[src/rtl/temporizador_pkg.sv]
// Shared definitions for the countdown timer: FSM state encodings and width.
package temporizador_pkg;

  localparam int ESTADO_W = 2;

  typedef enum logic [ESTADO_W-1:0] {
    PARADO   = 2'd0,
    CONTANDO = 2'd1,
    PAUSADO  = 2'd2,
    ESGOTADO = 2'd3
  } estado_t;

endpackage

[src/rtl/divisor_tick.sv]
// Prescaler: counts 0..PRESC-1 while habilita is high, holds otherwise.
// tick is high during the last count of each period; limpa has priority.
module divisor_tick #(
  parameter int PRESC = 1000
) (
  input  logic clock,
  input  logic zera_as,
  input  logic habilita,
  input  logic limpa,
  output logic tick
);

  localparam int W = $clog2(PRESC);
  localparam logic [W-1:0] ULTIMO = W'(PRESC - 1);

  logic [W-1:0] cnt_q;
  logic [W-1:0] cnt_d;

  assign tick = habilita && (cnt_q == ULTIMO);

  always_comb begin
    cnt_d = cnt_q;
    if (limpa) begin
      cnt_d = '0;
    end else if (habilita) begin
      cnt_d = tick ? '0 : cnt_q + 1'b1;
    end
  end

  always_ff @(posedge clock or posedge zera_as) begin
    if (zera_as) begin
      cnt_q <= '0;
    end else begin
      cnt_q <= cnt_d;
    end
  end

endmodule

[src/rtl/temporizador_regressivo.sv]
// Countdown game timer: loads a budget, decrements every PRESC cycles while running.
// Optional low-time warning output enabled with TEMPORIZADOR_AVISO_EN.
module temporizador_regressivo
  import temporizador_pkg::*;
#(
  parameter int M     = 99,
  parameter int N     = 7,
  parameter int PRESC = 1000,
  parameter int AVISO = 10
) (
  input  logic         clock,
  input  logic         zera_as,
  input  logic         zera_s,
  input  logic         carrega,
  input  logic [N-1:0] valor,
  input  logic         inicia,
  input  logic         pausa,
  output logic [N-1:0] restante,
  output logic [1:0]   estado,
  output logic         esgotado,
  output logic         fim,
  output logic         aviso
);

  localparam logic [N-1:0] M_N = N'(M);
  localparam logic [N-1:0] UM  = N'(1);

  if (PRESC < 2 || (1 << N) <= M || AVISO < 0) begin : g_param_invalido
    $error("temporizador_regressivo: invalid parameter combination");
  end

  estado_t      estado_q, estado_d;
  logic [N-1:0] restante_q, restante_d;
  logic         esgotado_q, esgotado_d;
  logic         fim_q, fim_d;
  logic         tick;
  logic         limpa;
  logic         habilita;

  assign habilita = (estado_q == CONTANDO);

  divisor_tick #(.PRESC(PRESC)) u_divisor (
    .clock    (clock),
    .zera_as  (zera_as),
    .habilita (habilita),
    .limpa    (limpa),
    .tick     (tick)
  );

  always_comb begin
    estado_d   = estado_q;
    restante_d = restante_q;
    limpa      = 1'b0;
    if (zera_s) begin
      estado_d   = PARADO;
      restante_d = '0;
      limpa      = 1'b1;
    end else if (carrega) begin
      estado_d   = PARADO;
      restante_d = (valor > M_N) ? M_N : valor;
      limpa      = 1'b1;
    end else begin
      unique case (estado_q)
        CONTANDO: begin
          // Expiry on the tick outranks a simultaneous pause.
          if (tick) begin
            if (restante_q <= UM) begin
              restante_d = '0;
              estado_d   = ESGOTADO;
            end else begin
              restante_d = restante_q - UM;
              if (pausa) estado_d = PAUSADO;
            end
          end else if (pausa) begin
            estado_d = PAUSADO;
          end
        end
        PARADO, PAUSADO: begin
          if (!pausa && inicia) begin
            estado_d = (restante_q == '0) ? ESGOTADO : CONTANDO;
          end
        end
        default: ;
      endcase
      if (estado_d == ESGOTADO && estado_q != ESGOTADO) limpa = 1'b1;
    end
  end

  assign esgotado_d = (estado_d == ESGOTADO);
  assign fim_d      = (estado_d == ESGOTADO) && (estado_q != ESGOTADO);

  always_ff @(posedge clock or posedge zera_as) begin
    if (zera_as) begin
      estado_q   <= PARADO;
      restante_q <= '0;
      esgotado_q <= 1'b0;
      fim_q      <= 1'b0;
    end else begin
      estado_q   <= estado_d;
      restante_q <= restante_d;
      esgotado_q <= esgotado_d;
      fim_q      <= fim_d;
    end
  end

  assign restante = restante_q;
  assign estado   = estado_q;
  assign esgotado = esgotado_q;
  assign fim      = fim_q;

`ifdef TEMPORIZADOR_AVISO_EN
  logic aviso_q, aviso_d;

  always_comb begin
    aviso_d = ((estado_d == CONTANDO) || (estado_d == PAUSADO)) &&
              (restante_d != '0) && (int'(restante_d) <= AVISO);
  end

  always_ff @(posedge clock or posedge zera_as) begin
    if (zera_as) begin
      aviso_q <= 1'b0;
    end else begin
      aviso_q <= aviso_d;
    end
  end

  assign aviso = aviso_q;
`else
  assign aviso = 1'b0;
`endif

endmodule

[config.mk]
export PLATFORM = sky130hd
export DESIGN_NAME = temporizador_regressivo
export DESIGN_NICKNAME = d
export VERILOG_FILES = /design/src/rtl/temporizador_pkg.sv /design/src/rtl/divisor_tick.sv /design/src/rtl/temporizador_regressivo.sv
export SDC_FILE = /design/constraint.sdc
export NUM_CORES = 1
export LEC_CHECK = 0
export CAP_MARGIN = 20
export CORE_ASPECT_RATIO = 0.9
export CORE_MARGIN = 2
export CORE_UTILIZATION = 30
export CTS_CLUSTER_DIAMETER = 200
export DETAILED_ROUTE_END_ITERATION = 12
export HOLD_SLACK_MARGIN = 0.08
export REMOVE_ABC_BUFFERS = 1
export SLEW_MARGIN = 20
export SYNTH_ARGS = -nofsm -noshare
export SYNTH_HDL_FRONTEND = slang
export SYNTH_SLANG_ARGS = --single-unit
[constraint.sdc]
create_clock -name clock -period 5.85 [get_ports clock]
set_clock_uncertainty 0.05 [all_clocks]
set_input_delay 1.17 -clock clock [delete_from_list [all_inputs] [get_ports clock]]
set_output_delay 1.17 -clock clock [all_outputs]
set_load 0.005 [all_outputs]
==> results of run 1 <==
==> kinds of logic (layout without fill, tap and decap cells) <==
kind of cell / after synthesis / in the layout / share of synthesized area, %
xor gates and xnor gates: 3 / 3 / 2.08
other: 1 / 1 / 0.297
and+or+nand+nor: 67 / 67 / 28.1
adders and majority gates: 4 / 4 / 3.96
AOI/OAI and AO/OA: 38 / 38 / 18.9
buffers and inverters: 11 / 33 / 4.16
DFF: 21 / 21 / 41.6
muxes: 1 / 1 / 0.793
==> flip-flops by register name (all words and copies together), names as in the netlist <==
| name | flops |
|---|---|
| u_divisor.cnt_q | 10 |
| fim | 1 |
| estado | 2 |
| restante | 7 |
| esgotado | 1 |
==> worst paths after layout <==
kind,endpoint,slack [ns],cells past startpoint
worst min register to register,u_divisor.cnt_q[8],0.48,1
max in group asynchronous,u_divisor.cnt_q[7],3.92,2
min in group asynchronous,u_divisor.cnt_q[8],1.32,2
worst max register to register,restante[2],3.40,6
worst max-delay path,u_divisor.cnt_q[3],3.13,5
worst min-delay path,u_divisor.cnt_q[8],0.48,1
==> cell usage in the layout (no fill, tap or decap), types with 4 or more instances in the layout <==
master	Yosys	layout
clkdlybuf4s50_1	0	23
o21ai_0	7	7
nand2_1	12	12
a21oi_1	13	13
nor2_1	13	13
ha_1	4	4
dfrtp_1	21	21
nor3_1	7	7
inv_1	6	6
nand3_1	10	10
==> area by class of cell <==
| cell class | instances | area share, % |
|---|---|---|
| flip-flops and latches | 21 | 33.5 |
| multi-input cells | 114 | 43.6 |
| well taps | 48 | 3.83 |
| repair buffers | 23 | 14.7 |
| inverters | 6 | 1.44 |
| clock buffers | 3 | 2.63 |
| clock inverters | 1 | 0.319 |
==> routing by layer <==
| metal | vias up | track usage (%) | routed length (µm) |
|---|---|---|---|
| met5 | - | 0 | 0 |
| met1 | 535 | 16.9 | 1320 |
| li1 | 577 | - | - |
| met2 | 27 | 24.2 | 1490 |
| met4 | 0 | 4.63 | 13 |
| met3 | 2 | 1.69 | 85 |
==> power by group through the flow <==
| stage | Combinational (mW) | Sequential (mW) | Clock (mW) |
|---|---|---|---|
| floorplan | 0.0233 | 0.156 | 0 |
| global placement | 0.0455 | 0.157 | 0 |
| detailed placement | 0.0471 | 0.157 | 0 |
| CTS | 0.0472 | 0.154 | 0.0982 |
| global route | 0.0527 | 0.155 | 0.106 |
| finish | 0.0465 | 0.154 | 0.0943 |
==> worst max-delay path, stage by stage <==
cell	delay, ns
clkdlybuf4s50_1	0.44
nand2b_1	0.20
or2_2	0.30
o21ai_1	0.57
nor2_1	0.11
==> flow_summary.yaml, run 1 <==
synthesis:
  synth_seq_cells: 21
  netlist_area_um2: 1260
  yosys-top-cells-count: "dfrtp_1 (21), a21oi_1 (13), nor2_1 (13)"
  ys_types: 41
  synth_edf_count: 0
  synth_top_cells_by_area: "dfrtp_1 (42%), a21oi_1 (5.2%), ha_1 (4.0%)"
  synth-seq-area-share_pct: 41.6
  ys.flop_type: "dfrtp_1"
  ys_warn_count: 0
  netlist.top_cell.by_area: "dfrtp_1"
  synth.most_common_cell: "dfrtp_1"
  synthCells: 146
  synthArstFlopShare_pct: 100
  synth_area_per_cell_um2: 8.65
  yosysTopAreaCellShare_pct: 41.6
placed_design:
  gp_congestion: 0.851
  io_buffers: 23
  hpwlAfterDp_um: 2150
  place_area_um2: 1520
  dp_cells: 212
  place_ws_ns: 2.85
die:
  ios: 25
  placementRows: 22
  fp.dieW_um: 72.4
  start_util_pct: 31.0
  core_um2: 4070
  dieHeight_um: 65.5
  die_area_um2: 4740
route:
  avgViaCountPerCell: 5.28
  drc: 0
  ant_nets: 0
  drt-total-wl_um: 2910
  vias: 1141
  drt_pass1_iterations: 4
  drt-initial-drc-count: 76
  wl_per_cell_um: 13.5
timing:
  fin_crit_sh_pct: 46.6
  hold_viol: 0
  whs_ns: 0.484
  rsz0062_at_grt: "false"
  setup_slack_ns: 3.13
  fin_tns_setup_ns: 0
  fmax_mhz: 367
  finalCriticalPeriod_ns: 2.72
  max_slew_margin_pct: 45.0
  slew_violations: 0
  worstMarginPinSlew_ns: 0.825
  setup_viol: 0
global_routing:
  grt_pass1_wl_um: 5190
  grt_pass1_vias: 1197
  antenna_found_initial: 0
  grt_max_degree: 22
  gr-total-overflow: 0
  grtUsageTotal_pct: 13.6
cts:
  cts-root-buf: "clkbuf_8"
  clock_path_buffers: 2
  cts_tree: "yes"
  cts.sinks: 21
  post-cts-setup-buffers: 0
  htreeDepth: 1
  cts_buffers: 3
  cts_hold_buf: 0
  clk_latency_ns: 0.26
  cts_resized: 0
  clk_pin_slew_ns: 0.08
worst_setup_path:
  r2r_start: "u_divisor.cnt_q[0]"
  path_class: "in -> reg"
  cp.required_ns: 5.92
  startpoint_type: "input pin"
  cp-startpoint: "pausa"
  endpoint_kind: "flop"
  cp_max_fo: 10
  cp.arrival_ns: 2.79
run:
  max_cap_viol_count: 0
finish:
  fin_area_um2: 1570
  finalCoreUtilization_pct: 38.5
  areaGrowthSynthToFinish_pct: 24.3
  nNetsFinal: 186
  drive_gt1_share_pct: 5.95
  nFillCells: 426
  diodes: 0
  seq_area_um2: 526
  final_cells: 216
  multi_input_area_um2: 684
pwr:
  total_power_uw: 295
  pwr-share-clk_pct: 32.0
  peakVddDrop_v: 0.0000713
  seq_power_share_pct: 52.2
  p_int_uw: 219
  p_leak_nw: 0.600
  p_per_area_nw_per_um2: 188
  power_frac_comb_pct: 15.8
  p_sw_share_pct: 25.7
  p_switching_uw: 75.7
min_path:
  hp-class: "reg -> reg"
  holdCritStartpoint: "u_divisor.cnt_q[8]"
status:
  status: "finished, final reports clean"
No activity file was read; power rests on OpenSTA's default activity.
==> run 2: changes to the inputs <==
clock period = 2.7 ns   (was 5.85 ns; I/O delays follow)
==> run 2 against run 1 <==
Combinational power increased by 130%. Clock-buffer cell count unchanged. Sequential cell count unchanged. Final area increased by 1.9%. Routed wire length increased by 6.7%. Critical path type is now reg -> reg. Critical endpoint is now restante[2]. Largest power group unchanged.
==> flow_summary.yaml, run 2 (synthesis results as in run 1) <==
global_routing:
  grt_pass1_wl_um: 5440
  antenna_found_initial: 0
  grt_pass1_vias: 1145
  grt_max_degree: 22
  grtUsageTotal_pct: 14.4
  gr-total-overflow: 0
cts:
  clk_latency_ns: 0.26
  cts_hold_buf: 0
  cts_resized: 0
  clock_path_buffers: 2
  cts_tree: "yes"
  htreeDepth: 1
  cts_buffers: 3
  cts.sinks: 21
  clk_pin_slew_ns: 0.08
  post-cts-setup-buffers: 0
  cts-root-buf: "clkbuf_8"
timing:
  rsz0062_at_grt: "false"
  slew_violations: 0
  fmax_mhz: 411
  setup_slack_ns: 0.267
  fin_tns_setup_ns: 0
  whs_ns: 0.475
  setup_viol: 0
  fin_crit_sh_pct: 90.1
  hold_viol: 0
  finalCriticalPeriod_ns: 2.43
die:
  placementRows: 22
  fp.dieW_um: 72.4
  dieHeight_um: 65.5
  start_util_pct: 31.0
  ios: 25
  die_area_um2: 4740
  core_um2: 4070
route:
  wl_per_cell_um: 14.1
  drc: 0
  drt-initial-drc-count: 42
  avgViaCountPerCell: 5.40
  vias: 1187
  drt_pass1_iterations: 6
  drt-total-wl_um: 3100
  ant_nets: 0
worst_setup_path:
  cp.arrival_ns: 2.57
  cp_top_family: "simple AND/OR/NAND/NOR gates"
  cp.required_ns: 2.84
  path_class: "reg -> reg"
  critPathBufInv: 0
  cp_max_fo: 10
  startpoint_type: "flop"
  endpoint_kind: "flop"
  cp_slowest_stage_delay_ns: 0.76
  cp_slowest_cell: "or4_1"
  cp_cell_sequence: "ha_1 -> nand3b_1 -> or4_1 -> a21o_1 -> or3_1 -> a31oi_1"
pwr:
  p_sw_share_pct: 26.6
  pwr-share-clk_pct: 32.5
  p_switching_uw: 173
  p_leak_nw: 0.619
  p_int_uw: 478
  peakVddDrop_v: 0.000184
  p_per_area_nw_per_um2: 407
  power_frac_comb_pct: 16.3
  seq_power_share_pct: 51.2
  total_power_uw: 651
finish:
  regMostFlops: "u_divisor.cnt_q"
  layout_commonest_cell: "clkdlybuf4s50_1"
  diodes: 0
  layout_common_cells: "clkdlybuf4s50_1 (23), dfrtp_1 (21), nor2_1 (13), a21oi_1 (13), nand2_1 (12)"
  largest_reg_flops: 10
  areaGrowthSynthToFinish_pct: 26.7
  drive_gt1_share_pct: 8.14
  final_cells: 220
  nNetsFinal: 190
run:
  max_cap_viol_count: 0
placed_design:
  gp_congestion: 0.829
  hpwlAfterDp_um: 2260
  place_ws_ns: 0.297
  dp_cells: 216
  io_buffers: 23
min_path:
  hp-class: "reg -> reg"
status:
  status: "finished, final reports clean"
[run 2: worst paths after layout]
kind,startpoint,endpoint,slack [ns],cells past startpoint
worst min-delay path,u_divisor.cnt_q[8],u_divisor.cnt_q[8],0.48,1
worst max register to register,u_divisor.cnt_q[0],restante[2],0.27,6
worst max-delay path,u_divisor.cnt_q[0],restante[2],0.27,6
min in group asynchronous,zera_as,restante[6],0.56,3
max in group asynchronous,zera_as,restante[2],1.81,3
worst min register to register,u_divisor.cnt_q[8],u_divisor.cnt_q[8],0.48,1
[run 2: cell type report]
cell class	count	area, µm²
fillers	411	2470
multi-input cells	114	684
flip-flops and latches	21	526
repair buffers	27	260
well taps	48	60.1
clock buffers	3	41.3
inverters	6	22.5
clock inverters	1	5.00
[run 2: power groups by stage]
| stage | logic [mW] | clock network (mW) | registers (mW) |
|---|---|---|---|
| finish | 0.106 | 0.212 | 0.334 |
| global route | 0.118 | 0.233 | 0.336 |
| CTS | 0.108 | 0.218 | 0.334 |
| detailed placement | 0.107 | 0 | 0.340 |
| global placement | 0.104 | 0 | 0.339 |
| floorplan | 0.0504 | 0 | 0.338 |
[run 2: per-layer routing]
metal	vias up	share of wire [%]	track usage, %
met2	25	50	26.0
met1	574	46	17.9
met5	-	0	0
li1	586	-	-
met4	0	0.42	3.47
met3	2	2.9	2.30
[run 2: through the flow]
step                      utilization (%)  cell area (µm²)
after floorplan                         -             1230
after global placement               38.1             1550
after detailed placement             38.1             1550
after CTS                            39.3             1600
after global routing                 39.3             1600
final                                39.3             1600
